==> src/rtl/cnn_pkg.sv <==
`default_nettype none
// ============================================================================
// Package  : cnn_pkg
// Brief    : Shared types and helpers for the CNN datapath stages: default
//            data width, pooling-stage state encoding, signed max and the
//            output-address width helper.
// Revision : 1.0 - initial release
// ============================================================================
package cnn_pkg;

  localparam int DATA_W_DEF = 16;

  // Widest operand the max helper handles; callers sign-extend into it.
  localparam int MAX_W = 64;

  typedef enum logic [1:0] {
    ST_RUN   = 2'd0,
    ST_DRAIN = 2'd1,
    ST_DONE  = 2'd2
  } pool_state_e;

  // Signed max; narrower operands are sign-extended in and truncated back out.
  function automatic logic signed [MAX_W-1:0] smax(input logic signed [MAX_W-1:0] a,
                                                   input logic signed [MAX_W-1:0] b);
    return (a > b) ? a : b;
  endfunction

  // Bits needed to address (h/2)*(w/2) pooled outputs (never less than 1).
  function automatic int oaddr_w(input int h, input int w);
    int n;
    n = (h / 2) * (w / 2);
    return (n <= 2) ? 1 : $clog2(n);
  endfunction

endpackage
`default_nettype wire

==> src/rtl/pool_line_buffer.sv <==
`default_nettype none
// ============================================================================
// Module   : pool_line_buffer
// Brief    : One-row store of horizontal partial maxima. DEPTH entries of
//            DATA_W bits, one synchronous write port and one asynchronous
//            read port, both indexed by column-pair number.
// Revision : 1.0 - initial release
// ============================================================================
module pool_line_buffer
  import cnn_pkg::*;
#(
  parameter int DEPTH  = 14,
  parameter int DATA_W = DATA_W_DEF,
  parameter int AW     = 4
) (
  input  logic                     clk,
  input  logic                     i_we,
  input  logic [AW-1:0]            i_waddr,
  input  logic signed [DATA_W-1:0] i_wdata,
  input  logic [AW-1:0]            i_raddr,
  output logic signed [DATA_W-1:0] o_rdata
);

  // No reset: every entry is rewritten on an even row before the odd row reads it.
  logic signed [DATA_W-1:0] r_mem [DEPTH];

  // Capture one partial max per column pair while on an even row.
  always_ff @(posedge clk) begin
    if (i_we) begin
      r_mem[i_waddr] <= i_wdata;
    end
  end

  assign o_rdata = r_mem[i_raddr];

endmodule
`default_nettype wire

==> src/rtl/relu_maxpool2x2.sv <==
`default_nettype none
// ============================================================================
// Module   : relu_maxpool2x2
// Brief    : Streaming ReLU + 2x2/stride-2 max-pool over one HxW channel in
//            raster order. Horizontal pair maxima of even rows are parked in a
//            line buffer and combined with the odd-row pair maxima.
// Config   : define POOL_RELU_EN to clamp negative inputs to zero before
//            pooling; otherwise the stage is a pure signed max-pool.
// Revision : 1.0 - initial release
// ============================================================================
module relu_maxpool2x2
  import cnn_pkg::*;
#(
  parameter int H       = 28,
  parameter int W       = 28,
  parameter int DATA_W  = DATA_W_DEF,
  parameter int OADDR_W = 8
) (
  input  logic                     clk,
  input  logic                     rst,          // asynchronous, active-low
  input  logic                     i_in_valid,
  input  logic signed [DATA_W-1:0] i_in_data,
  input  logic                     i_in_last,
  output logic                     o_in_ready,
  output logic                     o_out_valid,
  output logic signed [DATA_W-1:0] o_out_data,
  output logic [OADDR_W-1:0]       o_out_addr,
  input  logic                     i_out_ready,
  output logic                     o_done,
  output logic                     o_err
);

  localparam int RW    = (H > 2) ? $clog2(H) : 1;
  localparam int CW    = (W > 2) ? $clog2(W) : 1;
  localparam int LB_AW = (W > 2) ? $clog2(W / 2) : 1;

  pool_state_e              r_state, w_state_nxt;
  logic [RW-1:0]            r_row;
  logic [CW-1:0]            r_col;
  logic signed [DATA_W-1:0] r_hold;
  logic                     r_out_valid;
  logic signed [DATA_W-1:0] r_out_data;
  logic [OADDR_W-1:0]       r_out_addr;
  logic                     r_err;

  logic                     w_in_ready, w_accept;
  logic                     w_col_end, w_row_end, w_frame_end;
  logic signed [DATA_W-1:0] w_v, w_hmax, w_pmax, w_lb_rdata;
  logic                     w_lb_we, w_produce;
  logic [LB_AW-1:0]         w_lb_idx;
  logic [OADDR_W-1:0]       w_addr;

`ifdef POOL_RELU_EN
  assign w_v = i_in_data[DATA_W-1] ? '0 : i_in_data;
`else
  assign w_v = i_in_data;
`endif

  // Single output register with no skid: a new beat only when it can be vacated.
  assign w_in_ready  = (r_state == ST_RUN) && (!r_out_valid || i_out_ready);
  assign w_accept    = i_in_valid && w_in_ready;

  assign w_col_end   = (r_col == CW'(W - 1));
  assign w_row_end   = (r_row == RW'(H - 1));
  assign w_frame_end = w_col_end && w_row_end;

  assign w_lb_idx    = LB_AW'(r_col >> 1);
  assign w_hmax      = DATA_W'(smax(MAX_W'(r_hold), MAX_W'(w_v)));
  assign w_pmax      = DATA_W'(smax(MAX_W'(w_lb_rdata), MAX_W'(w_hmax)));
  assign w_lb_we     = w_accept && r_col[0] && !r_row[0];
  assign w_produce   = w_accept && r_col[0] && r_row[0];
  assign w_addr      = OADDR_W'((r_row >> 1) * (W / 2) + (r_col >> 1));

  pool_line_buffer #(
    .DEPTH  (W / 2),
    .DATA_W (DATA_W),
    .AW     (LB_AW)
  ) u_line_buffer (
    .clk     (clk),
    .i_we    (w_lb_we),
    .i_waddr (w_lb_idx),
    .i_wdata (w_hmax),
    .i_raddr (w_lb_idx),
    .o_rdata (w_lb_rdata)
  );

  // Channel sequencing state register.
  always_ff @(posedge clk or negedge rst) begin
    if (!rst) begin
      r_state <= ST_RUN;
    end else begin
      r_state <= w_state_nxt;
    end
  end

  // Next state: drain the output register after in_last, then pulse done once.
  always_comb begin
    w_state_nxt = r_state;
    o_done      = 1'b0;
    case (r_state)
      ST_RUN:   if (w_accept && i_in_last) w_state_nxt = ST_DRAIN;
      ST_DRAIN: if (!r_out_valid || i_out_ready) w_state_nxt = ST_DONE;
      ST_DONE: begin
        o_done      = 1'b1;
        w_state_nxt = ST_RUN;
      end
      default:  w_state_nxt = ST_RUN;
    endcase
  end

  // Raster counters, even-column hold and sticky framing error.
  always_ff @(posedge clk or negedge rst) begin
    if (!rst) begin
      r_row  <= '0;
      r_col  <= '0;
      r_hold <= '0;
      r_err  <= 1'b0;
    end else if (w_accept) begin
      if (i_in_last) begin
        r_col <= '0;
        r_row <= '0;
      end else if (w_col_end) begin
        r_col <= '0;
        r_row <= w_row_end ? '0 : r_row + 1'b1;
      end else begin
        r_col <= r_col + 1'b1;
      end
      if (!r_col[0]) begin
        r_hold <= w_v;
      end
      if (i_in_last != w_frame_end) begin
        r_err <= 1'b1;
      end
    end
  end

  // Output register: loaded on an odd/odd beat, otherwise emptied by the consumer.
  always_ff @(posedge clk or negedge rst) begin
    if (!rst) begin
      r_out_valid <= 1'b0;
      r_out_data  <= '0;
      r_out_addr  <= '0;
    end else if (w_produce) begin
      r_out_valid <= 1'b1;
      r_out_data  <= w_pmax;
      r_out_addr  <= w_addr;
    end else if (i_out_ready) begin
      r_out_valid <= 1'b0;
    end
  end

  assign o_in_ready  = w_in_ready;
  assign o_out_valid = r_out_valid;
  assign o_out_data  = r_out_data;
  assign o_out_addr  = r_out_addr;
  assign o_err       = r_err;

endmodule
`default_nettype wire

==> config.mk <==
export PLATFORM = sky130hd
export DESIGN_NAME = relu_maxpool2x2
export DESIGN_NICKNAME = d
export VERILOG_FILES = /design/src/rtl/cnn_pkg.sv /design/src/rtl/pool_line_buffer.sv /design/src/rtl/relu_maxpool2x2.sv
export SDC_FILE = /design/constraint.sdc
export NUM_CORES = 1
export LEC_CHECK = 0
export BUFFER_PORTS_ARGS = -buffer_cell sky130_fd_sc_hd__buf_2
export CORE_AREA = 5 5 184 186
export CTS_CLUSTER_SIZE = 10
export DETAILED_ROUTE_END_ITERATION = 12
export DIE_AREA = 0 0 189 191
export PLACE_DENSITY_LB_ADDON = 0.05
export SYNTH_ARGS = -nofsm -noshare
export SYNTH_HDL_FRONTEND = slang
export SYNTH_SLANG_ARGS = --single-unit
==> constraint.sdc <==
create_clock -name clk -period 10.9 [get_ports clk]
set_input_delay 1.09 -clock clk [delete_from_list [all_inputs] [get_ports clk]]
set_output_delay 1.09 -clock clk [all_outputs]
set_load 0.02 [all_outputs]
# ---- After elaboration in Yosys (flattened, before gate mapping)
# Memories as Yosys holds them, arrays and structs flattened.
# Index checks and enable logic that the tools add are counted.
dict set report totals {
  ramBits 224
  regBits 54
  out_inout_bits 28
  input_bits 21
  mem_bits_ro 0
  mem_count 1
  latchBits 0
}
# memory words word_bits rd rd_clocked_by_memory_dff write_ports line
set mem_list {}
lappend mem_list {u_line_buffer.r_mem 14 16 1 0 1 pool_line_buffer.sv:25} ;# logic signed [DATA_W-1:0] r_mem [DEPTH];
dict set report classes {
  order_cmp 2
  shifts 0
  mux 15
  n_eq_ne 7
  bitwise_logic 1
  n_div 0
  reduce_logical 17
  n_addsub 3
  multipliers 1
}
# operator count
set ops {}
lappend ops {{$gt 16x16->1} 2}
lappend ops {{$mux 16} 2}
lappend ops {{$mux 5} 5}
lappend ops {{$add 5x1->5 const B} 2}
lappend ops {{$eq 5x5->1 const B} 2}
lappend ops {{$add 8x4->8} 1}
lappend ops {{$reduce_and 2->1} 4}
lappend ops {{$logic_and 1x1->1} 7}
lappend ops {{$mul 4x3->7 const B} 1}
lappend ops {{$mux 1} 5}
lappend ops {{$mux 2} 2}
lappend ops {{$pmux 2 s2} 1}
lappend ops {{$reduce_bool 2->1} 2}
lappend ops {{$eq 2x1->1 const B} 1}
lappend ops {{$eq 2x2->1 const B} 1}
lappend ops {{$logic_not 1->1} 2}
lappend ops {{$logic_not 2->1} 1}
lappend ops {{$ne 2x1->1 const B} 1}
lappend ops {{$ne 2x2->1 const B} 1}
lappend ops {{$logic_or 1x1->1} 1}
lappend ops {{$ne 1x1->1} 1}
lappend ops {{$not 1->1} 1}

# ---- Depth between registers and ports, before layout
# Gate-level depths: netlist of the first run.
dict set report logic_depth {
  word_depth 8
  mapped_depth 19
}

# ---- Modules after synthesis
# From an unflattened synthesis of the first run, not the netlist that was laid out.
dict set report unflattened {
  hier_cells 772
  area_unflattened_um2 12594.6
}
# mod cells_each seq_area_each_um2 area_each_um2 instances
set by_module_without_submodules {}
lappend by_module_without_submodules {pool_line_buffer 379 6726.5 8600.7 1}
lappend by_module_without_submodules {relu_maxpool2x2 393 1351.3 3993.8 1}

# ---- Worst setup path before layout of the first run
# No wires, ideal clock.
dict set report synth_timing {
  path_kind {in2reg}
  start {in i_in_data[15]}
  end {reg r_out_data[10], in the netlist o_out_data[10]}
  t_arrival_ps 4953
  path_buffers 3
  setup_ps 126
  path_stages 18
  path_slack_ps 5821
  path_cell_list {inv_1 > ha_1 > buf_6 > and4_4 > a21oi_2 > o221ai_2 > nor3_4 > buf_8 > mux2i_1 > inv_1 > ha_1 > a21oi_1 > o21ai_0 > o311ai_0 > a211o_2 > buf_2 > nor2b_1 > a221o_1}
}
dict set report synth_between {
  elab_chain_len 4
}
# element line
set synth_lines {}
lappend synth_lines {{start: declaration} relu_maxpool2x2.sv:22} ;# input logic signed [DATA_W-1:0] i_in_data,
lappend synth_lines {{$gt 16x16->1} cnn_pkg.sv:25} ;# return (a > b) ? a : b;
lappend synth_lines {{$mux 16} cnn_pkg.sv:25}
lappend synth_lines {{named net u_line_buffer.i_wdata[7]} pool_line_buffer.sv:19} ;# input logic signed [DATA_W-1:0] i_wdata,
lappend synth_lines {{$gt 16x16->1} cnn_pkg.sv:25}
lappend synth_lines {{$mux 16} cnn_pkg.sv:25}
lappend synth_lines {{end signal: assignment} relu_maxpool2x2.sv:145} ;# r_out_data <= w_pmax;
lappend synth_lines {{end: declaration} relu_maxpool2x2.sv:42} ;# logic signed [DATA_W-1:0] r_out_data;
# The timed path passes the listed nets, and every way through them passes these cells.
# A chain may end at the register's enable or synchronous reset.

# ---- Final worst setup path of the first run
dict set report layout_timing {
  start {in i_in_data[15]}
  end {reg r_out_data[1], in the netlist o_out_data[1]}
}
# Same word-level chain as after synthesis.

==> results by group, run 1 <==
Setup path
  – Worst-path maximum fanout: 19
  – Worst setup path category: input pin to flop
  – Worst Path Required: about 11 ns
  – CP endpoint kind: flop
  – Critical Path AT: 7.08 ns
  – Worst setup SP type: input pin

Place
  – Placed inst area: 13500 µm²
  – Port Buffers: 48
  – Placer Congestion: 0.7579
  – Final HPWL DP: 19120 µm
  – DP Worst Slack: ~3.7 ns

STA
  – Final min period: approximately 6.7 ns
  – Slew Limit Headroom: 0.1389
  – Final period utilization: 0.6113
  – Worst Hold Slack: between 0.4 and 0.5 ns
  – Fin. Hold Viols: 0
  – Slew at the pin closest to its max-slew limit: roughly 1.3 ns
  – Final Max Slew Viols: 0
  – Unrepaired setup endpoints after global routing: false
  – Max Freq: ~0.15 GHz
  – Worst Clk Skew: 0.02283 ns
  – Setup violators final: 0
  – Setup TNS: 0 ns
  – Worst Slack Setup Final: between 4 and 5 ns

Detailed routing
  – Via count: 6882
  – Vias per cell: 5.462
  – Initial DRC count: about 380
  – WL per Instance: roughly 24 µm
  – Drt total wl: just over 30000 µm
  – DRC viols: 0
  – Pre-antenna DRT Iters: 4
  – Antenna viol nets, final: 0

Synthesis
  – Yosys top cell area share: 0.5308
  – Yosys top cell by area: edfxtp_1
  – EDFF count, synth: 224
  – Ys flop type: edfxtp_1
  – Syn Nets: 813
  – Commonest cells in the synthesized netlist: 224 x edfxtp_1, 54 x dfrtp_1, 50 x mux2i_1
  – Syn Inst Count: about 740
  – Synth area leaders: edfxtp_1 53%, dfrtp_1 11%, mux4_2 8.7%
  – Register area share after synthesis: 0.6374
  – Yosys reg bits: ~280
  – Asr flop ratio synth: 0.1942
  – Syn_area_per_cell: 17.08 µm²
  – Mapped Area: 12670 µm²
  – Synth cell types: 54
  – Count leader, synth: edfxtp_1
  – Synth warnings: 0

Final layout
  – Proportion of layout cells with a drive suffix above 1: 0.2559
  – Register area: 8087 µm²
  – FILL cells: 2837
  – Footprint of the multi-input gates: 4255 µm²
  – Nets: 901
  – Ant. Diodes: 0
  – Area grow syn2layout: 14.14%
  – Fin area: 14470 µm²

Global routing
  – Grt total ovfl: 0
  – Routing usage on met3: 0.02648
  – First-pass GRT wire length: 45860 µm
  – Gr busiest metal: met2
  – Number of antenna violations at the first check in global routing: 2
  – Global routing usage on met1: 0.2243
  – Largest net degree at the start of global routing: between 50 and 60
  – Vias in the first global route: 7335
  – GR met2 Demand/Resource: 0.2932
  – Total track usage: 0.1694

Power and ir drop
  – Power density cells: between 200 and 300 nW/µm²
  – Post-layout power: 3.808 mW
  – VDD IR max: 0.1241 mV
  – Lkg Pwr: around 5.4 nW

Clock tree
  – CTS Buffer Depth: 3
  – Gates resized, CTS repair: 0
  – CTS sink count: 278
  – Clk root buf: clkbuf_16
  – CTS Buf Count: 34
  – Setup Buffers After CTS: 0
  – Worst-skew pair later-pin latency: 0.51 ns
  – Hold_buf cts: 0
  – CTS tree: done
  – Clk slew on worst S/H paths: 0.06 ns
  – H-Tree Level Count: 2

Floorplan
  – DIE AREA: ~36000 µm²
  – Core Area: between 30000 and 40000 µm²
  – IO Pins: 49
  – Die width: 189 µm
  – Die height: 191 µm
  – Starting Density: 0.3945
  – Row count: 66

Outcome
  – Status: finished clean

Flow run
  – Max Cap Violations: 0

Min path
  – Hold Crit Class: flop to flop
-- sequential cells by signal, summed over array words and instances, names as in the netlist --
register and cells:
o_out_data 16, o_err 1, u_line_buffer.r_mem 224, r_col 5, r_row 5, o_out_addr 8, o_out_valid 1, r_hold 16
r_state 2
-- cells in the final DEF (no fill, tap or decap), types with 3 or more instances in the layout --
master / n
a21o_1: 10
a21oi_1: 17
a221o_1: 16
buf_2: 48
buf_4: 36
clkbuf_1: 20
clkbuf_16: 35
dfrtp_1: 51
edfxtp_1: 224
fa_1: 5
ha_1: 45
inv_1: 36
mux2_2: 34
mux2i_1: 50
mux4_1: 14
mux4_2: 49
nand2_1: 28
nand2b_1: 5
nand3_1: 5
nand4_1: 8
nor2_1: 26
nor2b_1: 20
nor3_2: 4
nor3b_1: 4
o21ai_0: 16
xnor2_1: 6
xor2_1: 3
-- critical path, cell delays in order --
cell and delay [ns]:
buf_2 0.11, inv_1 0.04, ha_1 0.66, and4_4 0.41, a21oi_2 0.13, o221ai_2 0.13, nor3_4 0.78, mux2i_1 1.02
inv_1 0.11, ha_1 0.37, a21oi_1 0.19, o21ai_0 0.12, o311ai_0 0.48, a21oi_1 0.14, nor2_1 0.98, a221o_1 0.31
-- worst paths after layout --
check,start,end,slack [ns],depth (start not counted)
setup reg to reg,r_hold[15]$_DFFE_PN0P_,o_out_data[1]$_DFFE_PN0P_,4.58,14
setup / recovery,i_in_data[15],o_out_data[1]$_DFFE_PN0P_,4.24,16
min in group asynchronous,rst,o_out_data[11]$_DFFE_PN0P_,0.76,2
hold reg to reg,o_err$_DFFE_PN0P_,o_err$_DFFE_PN0P_,0.47,1
max in group asynchronous,rst,r_col[1]$_DFFE_PN0P_,9.51,2
hold / removal,o_err$_DFFE_PN0P_,o_err$_DFFE_PN0P_,0.47,1
-- stage by stage --
step                      utilization  std cells
after floorplan                     -        742
after global placement         0.4202       1202
after detailed placement       0.4202       1202
after CTS                      0.4503       1260
after global routing           0.4503       1260
final                          0.4503       1260
-- cell families (layout without fill, tap and decap cells) --
group           after synthesis  count (layout)  share of synthesized area
flops                       278             278                     0.6374
mux                         147             147                     0.1858
simple gates                115             115                    0.04759
compound gates               75              75                    0.04226
buf+inv                      68             178                    0.02843
fa+ha+maj                    50              50                    0.05233
xor+xnor                      9               9                   0.006220
-- routing by layer --
metal / vias up / share of wire
li1: 3101 / -
met1: 3537 / 0.42
met4: 0 / 0.023
met2: 185 / 0.50
met5: - / 0
met3: 59 / 0.051
-- final cells by class --
type / count / area share
flip-flops and latches: 278 / 0.5590
repair buffers: 84 / 0.03529
inverters: 36 / 0.009342
well taps: 408 / 0.03529
clock inverters: 3 / 0.001124
multi-input cells: 396 / 0.2942
clock buffers: 55 / 0.06574
-- power breakdown --
part / internal (mW) / switching [mW] / total (mW)
Clock: 0.594 / 0.411 / 1.00
Sequential: 1.44 / 0.144 / 1.58
Combinational: 0.530 / 0.694 / 1.22
Power figures use the tool's default switching activity.
==> run 2: changes to the inputs <==
==> constraint.sdc (replaced) <==
create_clock -name clk -period 6.2 [get_ports clk]
set_input_delay 0.62 -clock clk [delete_from_list [all_inputs] [get_ports clk]]
set_output_delay 0.62 -clock clk [all_outputs]
set_load 0.02 [all_outputs]
==> run 2 against run 1 <==
- die area unchanged
- non-clock buffer count increased by 4
- register-to-register slack got worse by 3.1 ns
- critical path type is now flop to flop
- largest cell class unchanged
==> results by group, run 2 (synthesis results as in run 1) <==
Setup path
  – Worst R2R Path Depth: 11
  – FF-to-FF setup slack: 1.51 ns
  – Crit Reg-Reg Endpoint: o_out_data[1]$_DFFE_PN0P_
  – Worst setup SP type: flop
  – CP endpoint kind: flop
  – Critical Path AT: 5.12 ns
  – Worst Path Required: around 6.6 ns
  – Worst-path maximum fanout: 53
  – Worst setup path category: flop to flop
  – RR Startpoint: r_col[1]$_DFFE_PN0P_

STA
  – Setup violators final: 0
  – Slew at the pin closest to its max-slew limit: 1.007 ns
  – Final min period: 4.687 ns
  – Final period utilization: 0.7559
  – Max Freq: approximately 0.21 GHz
  – Slew Limit Headroom: 0.3289
  – Worst Clk Skew: 0.01212 ns
  – Final Max Slew Viols: 0
  – Setup TNS: 0 ns
  – Unrepaired setup endpoints after global routing: false
  – Worst Slack Setup Final: between 1.5 and 2 ns
  – Worst Hold Slack: 0.3027 ns
  – Fin. Hold Viols: 0

Power and ir drop
  – Gate power share: 0.312
  – Clk pwr share: 0.271
  – Power density cells: 461.5 nW/µm²
  – Lkg Pwr: 5.495 nW
  – Sw Pwr: 2.143 mW
  – Sw frac: 0.3192
  – Seq pwr share: 0.417
  – VDD IR max: between 0.2 and 0.25 mV
  – Int Pwr: 4.570 mW

Clock tree
  – Clk root buf: clkbuf_16
  – Worst-skew pair later-pin latency: 0.50 ns
  – CTS tree: done
  – CTS sink count: 278
  – Gates resized, CTS repair: 0
  – H-Tree Level Count: 2
  – Setup Buffers After CTS: 0
  – Clk slew on worst S/H paths: 0.06 ns
  – CTS Buf Count: 34
  – Hold_buf cts: 0
  – CTS Buffer Depth: 3

Global routing
  – Vias in the first global route: 7358
  – Number of antenna violations at the first check in global routing: 0
  – First-pass GRT wire length: 45750 µm
  – Total track usage: 0.1675
  – Grt total ovfl: 0
  – Largest net degree at the start of global routing: 59

Floorplan
  – DIE AREA: 36100 µm²
  – IO Pins: a little under 50
  – Die width: 189 µm
  – Starting Density: 0.3945
  – Row count: 66
  – Die height: 191 µm
  – Core Area: around 32000 µm²

Detailed routing
  – Routed wl met2: 15070 µm
  – Vias per cell: between 5 and 6
  – Max Used Layer: met4
  – DRC viols: 0
  – Metal-1 WL: 12660 µm
  – Pre-antenna DRT Iters: 4
  – Drt total wl: slightly below 30000 µm
  – Wire length on met3: 1311 µm
  – Antenna viol nets, final: 0
  – WL per Instance: 23.59 µm
  – Via count: between 6k and 7k
  – Initial DRC count: 423

Final layout
  – Area grow syn2layout: 14.76%
  – Final std cells w/o fill: ~1.3k
  – Most flops, register: u_line_buffer.r_mem
  – Most frequent cells in the layout: 224 x edfxtp_1, 51 x dfrtp_1, 50 x mux2i_1
  – Proportion of layout cells with a drive suffix above 1: 0.2629
  – Fin area: roughly 15000 µm²
  – Ant. Diodes: 0
  – Number of flip-flops in the largest register: 224
  – FILL cells: 2786
  – Nets: 905
  – Commonest non-fill, non-tap cell in the layout: edfxtp_1

Place
  – DP Worst Slack: 1.311 ns
  – Placed inst area: approximately 14000 µm²
  – Port Buffers: 48
  – Final HPWL DP: 19180 µm
  – Placer Congestion: 0.7849
  – Placed Cells incl. Taps: 1206

Min path
  – Hold Crit Class: input pin to async pin

Outcome
  – Status: finished clean

Flow run
  – Max Cap Violations: 0
run 2: cell count changes in the layout (fill, tap and decap cells not counted), sizes merged:
| cell | delta |
|---|---|
| inv | -1 |
| clkbuf | +2 |
| buf | +4 |
| clkinv | -1 |
run 2: cell type report:
cell class	instances	area, µm²	area share
tap	408	510.5	0.03510
inverter	36	135.1	0.009291
multi-input combinational	396	4255	0.2926
clock inverter	1	5.005	0.0003441
clock buffer	57	1011	0.06951
sequential	278	8087	0.5560
timing repair buffer	88	540.5	0.03716
run 2: metal layers:
layer / global-route usage / up-vias
met5: 0 / -
met4: 0.05325 / 0
met3: 0.02684 / 55
met2: 0.2912 / 150
met1: 0.2165 / 3505
li1: - / 3116
run 2: power by group through the flow:
stage / logic [mW] / clock network (mW) / registers [mW]
4_1_cts: 2.14 / 1.87 / 2.81
2_1_floorplan: 1.51 / 0 / 2.72
6_report: 2.09 / 1.82 / 2.80
3_3_place_gp: 2.07 / 0 / 2.85
3_5_place_dp: 2.13 / 0 / 2.85
5_1_grt: 2.31 / 1.96 / 2.84
run 2: through the flow:
stage                       util  total power, mW
final                     0.4528            6.713
after global routing      0.4528            7.105
after CTS                 0.4528            6.822
after detailed placement  0.4211            4.982
after global placement    0.4211            4.920
after floorplan                -            4.227
run 2: critical path, stage by stage, from the launching register on:
cell	delay [ns]
dfrtp_4	1.04
buf_4	0.47
mux4_1	0.63
mux4_2	0.51
ha_1	0.31
o21ai_0	0.15
a21oi_1	0.09
o311ai_0	0.45
a21oi_1	0.13
nor2_1	0.40
buf_4	0.24
a221o_1	0.16
run 2: worst max-delay path by stage:
stage,slack (ns),startpoint,cells after the start,endpoint
after floorplan,1.59,i_in_data[15],18,o_out_data[10]$_DFFE_PN0P_
after global placement,1.48,i_in_data[13],19,o_out_data[2]$_DFFE_PN0P_
after detailed placement,1.31,i_in_data[11],19,o_out_data[1]$_DFFE_PN0P_
after CTS,1.44,r_col[1]$_DFFE_PN0P_,11,o_out_data[1]$_DFFE_PN0P_
after global routing,1.16,r_col[1]$_DFFE_PN0P_,11,o_out_data[1]$_DFFE_PN0P_
final,1.51,r_col[1]$_DFFE_PN0P_,11,o_out_data[1]$_DFFE_PN0P_
==> run 3: changes to the inputs <==
--- a/config.mk
+++ b/config.mk
@@ -5,11 +5,12 @@
 export SDC_FILE = /design/constraint.sdc
 export NUM_CORES = 1
 export LEC_CHECK = 0
+export ABC_AREA = 1
 export BUFFER_PORTS_ARGS = -buffer_cell sky130_fd_sc_hd__buf_2
-export CORE_AREA = 5 5 184 186
+export CORE_AREA = 5 5 185 187
 export CTS_CLUSTER_SIZE = 10
 export DETAILED_ROUTE_END_ITERATION = 12
-export DIE_AREA = 0 0 189 191
+export DIE_AREA = 0 0 190 192
 export PLACE_DENSITY_LB_ADDON = 0.05
 export SYNTH_ARGS = -nofsm -noshare
 export SYNTH_HDL_FRONTEND = slang
==> constraint.sdc (replaced) <==
create_clock -name clk -period 4.5 [get_ports clk]
set_input_delay 0.45 -clock clk [delete_from_list [all_inputs] [get_ports clk]]
set_output_delay 0.45 -clock clk [all_outputs]
set_load 0.02 [all_outputs]
==> run 3 against run 2 <==
- first-iteration DRC count up 3.1%
- sequential power up 34%
- clock skew up 0.0051 ns
- die area up 1.1%
- worst hold slack worse by 0.23 ns
- cell area up 1.1%
- cell count up 41%
- critical endpoint is now o_out_data[8]$_DFFE_PN0P_
- critical path depth up 10
==> results by group, run 3 <==
Detailed routing
  – Vias per cell: 4.865
  – Antenna viol nets, final: 0
  – Via count: between 8k and 9k
  – Pre-antenna DRT Iters: 5
  – Drt total wl: 32300 µm
  – DRC viols: 0
  – Initial DRC count: 436
  – WL per Instance: 18.16 µm

Final layout
  – Commonest non-fill, non-tap cell in the layout: nand2_1
  – Nets: 1393
  – Number of flip-flops in the largest register: 224
  – Proportion of layout cells with a drive suffix above 1: 0.1316
  – Most flops, register: u_line_buffer.r_mem
  – Area grow syn2layout: 15.91%
  – Ant. Diodes: 0
  – Final std cells w/o fill: 1779
  – Most frequent cells in the layout: 450 x nand2_1, 224 x edfxtp_1, 99 x inv_1
  – Fin area: about 15000 µm²

Place
  – Final HPWL DP: around 21000 µm
  – Placed inst area: around 14000 µm²
  – Port Buffers: 48
  – DP Worst Slack: 0.1656 ns
  – Placed Cells incl. Taps: between 1.5k and 2k
  – Placer Congestion: 0.7948

STA
  – Unrepaired setup endpoints after global routing: false
  – Final min period: 3.829 ns
  – Final period utilization: 0.8510
  – Setup TNS: 0 ns
  – Max Freq: 0.2611 GHz
  – Fin. Hold Viols: 0
  – Setup violators final: 0
  – Worst Clk Skew: approximately 0.017 ns
  – Slew Limit Headroom: 0.3125
  – Final Max Slew Viols: 0
  – Worst Slack Setup Final: 0.6706 ns
  – Slew at the pin closest to its max-slew limit: a little over 1 ns

Floorplan
  – Die height: around 190 µm
  – Starting Density: 0.3929
  – DIE AREA: 36480 µm²
  – Core Area: between 30000 and 40000 µm²
  – Die width: 190 µm
  – Row count: 66
  – IO Pins: 49

Flow run
  – Max Cap Violations: 0

Setup path
  – Critical-path cell list: ha_1, nand2_1, nor3_2, nand2_1, nand2_1, nand2_2, nand3_2, nand2_1, nand2_1, inv_1, ha_1, nand4_1, nor2_1, nand2_1, nand3_2, buf_4, nand4_1, nand2_1, inv_1, nand2_1, nand2_1
  – CP endpoint kind: flop
  – CP peak stage delay: 0.40 ns
  – WP buf/inv: 3
  – Worst path slowest cell: dfrtp_1
  – Worst setup path category: flop to flop
  – Worst Path Required: between 4 and 5 ns
  – Critical path depth: 21
  – Crit path top cell by count: nand2_1
  – Worst setup SP type: flop
  – Critical Path AT: 4.22 ns
  – Kind of cell adding the most delay to the critical path: simple AND/OR/NAND/NOR gates
  – Worst R2R Path Depth: 21
  – Worst-path maximum fanout: 17

Synthesis
  – Syn Inst Count: 1232
  – Yosys top cell area share: 0.5302
  – Syn Nets: 1303
  – Syn_area_per_cell: 10.30 µm²
  – Compound-Gate Fraction of Synth Area: 0.04448
  – Commonest cells in the synthesized netlist: 450 x nand2_1, 224 x edfxtp_1, 99 x inv_1
  – EDFF count, synth: 224
  – XOR/XNOR Fraction of Synth Area: 0.006213
  – Yosys reg bits: 278
  – Synth area leaders: edfxtp_1 53%, nand2_1 13%, dfrtp_1 11%
  – Register area share after synthesis: 0.6367
  – Synth warnings: 0
  – Post-synthesis mux area share: 0
  – Yosys top cell by area: edfxtp_1
  – Asr flop ratio synth: 0.1942
  – Ys flop type: edfxtp_1
  – Synth Area in Simple Gates: 0.2130
  – Count leader, synth: nand2_1
  – Synth Area in Adders: 0.05227
  – Main combinational cell family by area after synthesis: simple AND/OR/NAND/NOR gates
  – Mapped Area: 12690 µm²
  – Synth cell types: 38

Power and ir drop
  – Post-layout power: 10.89 mW
  – VDD IR max: between 0.4 and 0.5 mV
  – Lkg Pwr: 6.273 nW
  – Power density cells: 740.3 nW/µm²

Global routing
  – Total track usage: 0.1824
  – Largest net degree at the start of global routing: 55
  – Number of antenna violations at the first check in global routing: 0
  – First-pass GRT wire length: 51250 µm
  – Vias in the first global route: 8822
  – Grt total ovfl: 0

Clock tree
  – Worst-skew pair later-pin latency: ~0.5 ns
  – Setup Buffers After CTS: 0
  – CTS sink count: 278
  – H-Tree Level Count: 2
  – Clk slew on worst S/H paths: 0.06 ns
  – CTS Buffer Depth: 3
  – CTS Buf Count: 35
  – Clk root buf: clkbuf_16
  – CTS tree: done

Outcome
  – Status: finished clean

Min path
  – Hold Crit Class: input pin to async pin
## run 3: cell types whose count changed after synthesis, sizes merged, moves of 34 or more
| cell | previous run | this run |
|---|---|---|
| nor2 | 26 | 71 |
| nand4 | 8 | 67 |
| mux4 | 63 | 0 |
| o21ai | 17 | 52 |
| mux2i | 50 | 0 |
| nand2 | 29 | 453 |
| mux2 | 34 | 0 |
| inv | 36 | 106 |
## run 3: cell type report
cell class	count	area, µm²
Inverter	107	401.6
Fill cell	3076	17580
Timing Repair Buffer	97	633.1
Multi-Input combinational cell	803	4059
Clock buffer	42	923.4
Tap cell	442	553.0
Clock inverter	10	57.56
Sequential cell	278	8078
## run 3: what timing repair did
item	CTS	global route
hold buffers	0	0
gates resized for setup	0	1
setup endpoints to repair	0	3
endpoints found under the hold margin	0	0
## run 3: cell families (layout without fill, tap and decap cells)
group / count (synthesis) / in the layout
buf+inv: 151 / 256
compound gates: 103 / 103
flops: 278 / 278
simple gates: 641 / 641
xor+xnor: 9 / 9
fa+ha+maj: 50 / 50
## run 3: worst paths after layout
kind,start,endpoint,slack [ns]
setup / recovery,r_hold[15]$_DFFE_PN0P_,o_out_data[8]$_DFFE_PN0P_,0.67
hold / removal,rst,o_out_addr[4]$_DFFE_PN0P_,0.08
setup reg to reg,r_hold[15]$_DFFE_PN0P_,o_out_data[8]$_DFFE_PN0P_,0.67
hold reg to reg,o_err$_DFFE_PN0P_,o_err$_DFFE_PN0P_,0.45
max in group asynchronous,rst,o_out_data[12]$_DFFE_PN0P_,3.92
min in group clk,i_out_ready,r_state[1]$_DFFE_PN0P_,0.21
## run 3: per-stage QoR
stage | hold WS [ns] | util
CTS | 0.1054 | 0.4553
detailed placement | 0.4488 | 0.4249
floorplan | 0.1544 | -
finish | 0.07700 | 0.4554
global route | 0.1417 | 0.4554
global placement | 0.4431 | 0.4249
## run 3: where the power goes
group | total (mW) | switching (mW) | internal [mW]
combinational | 4.71 | 3.20 | 1.51
clock | 2.44 | 0.997 | 1.44
sequential | 3.74 | 0.192 | 3.54
## run 3: layer usage
layer  GRT usage  vias up  wire length, µm
li1            -     4338                -
met1      0.2507     4157            15190
met2      0.3068      109            15470
met3     0.02326       50              898
met4     0.05064        0              745
met5           0        -                0
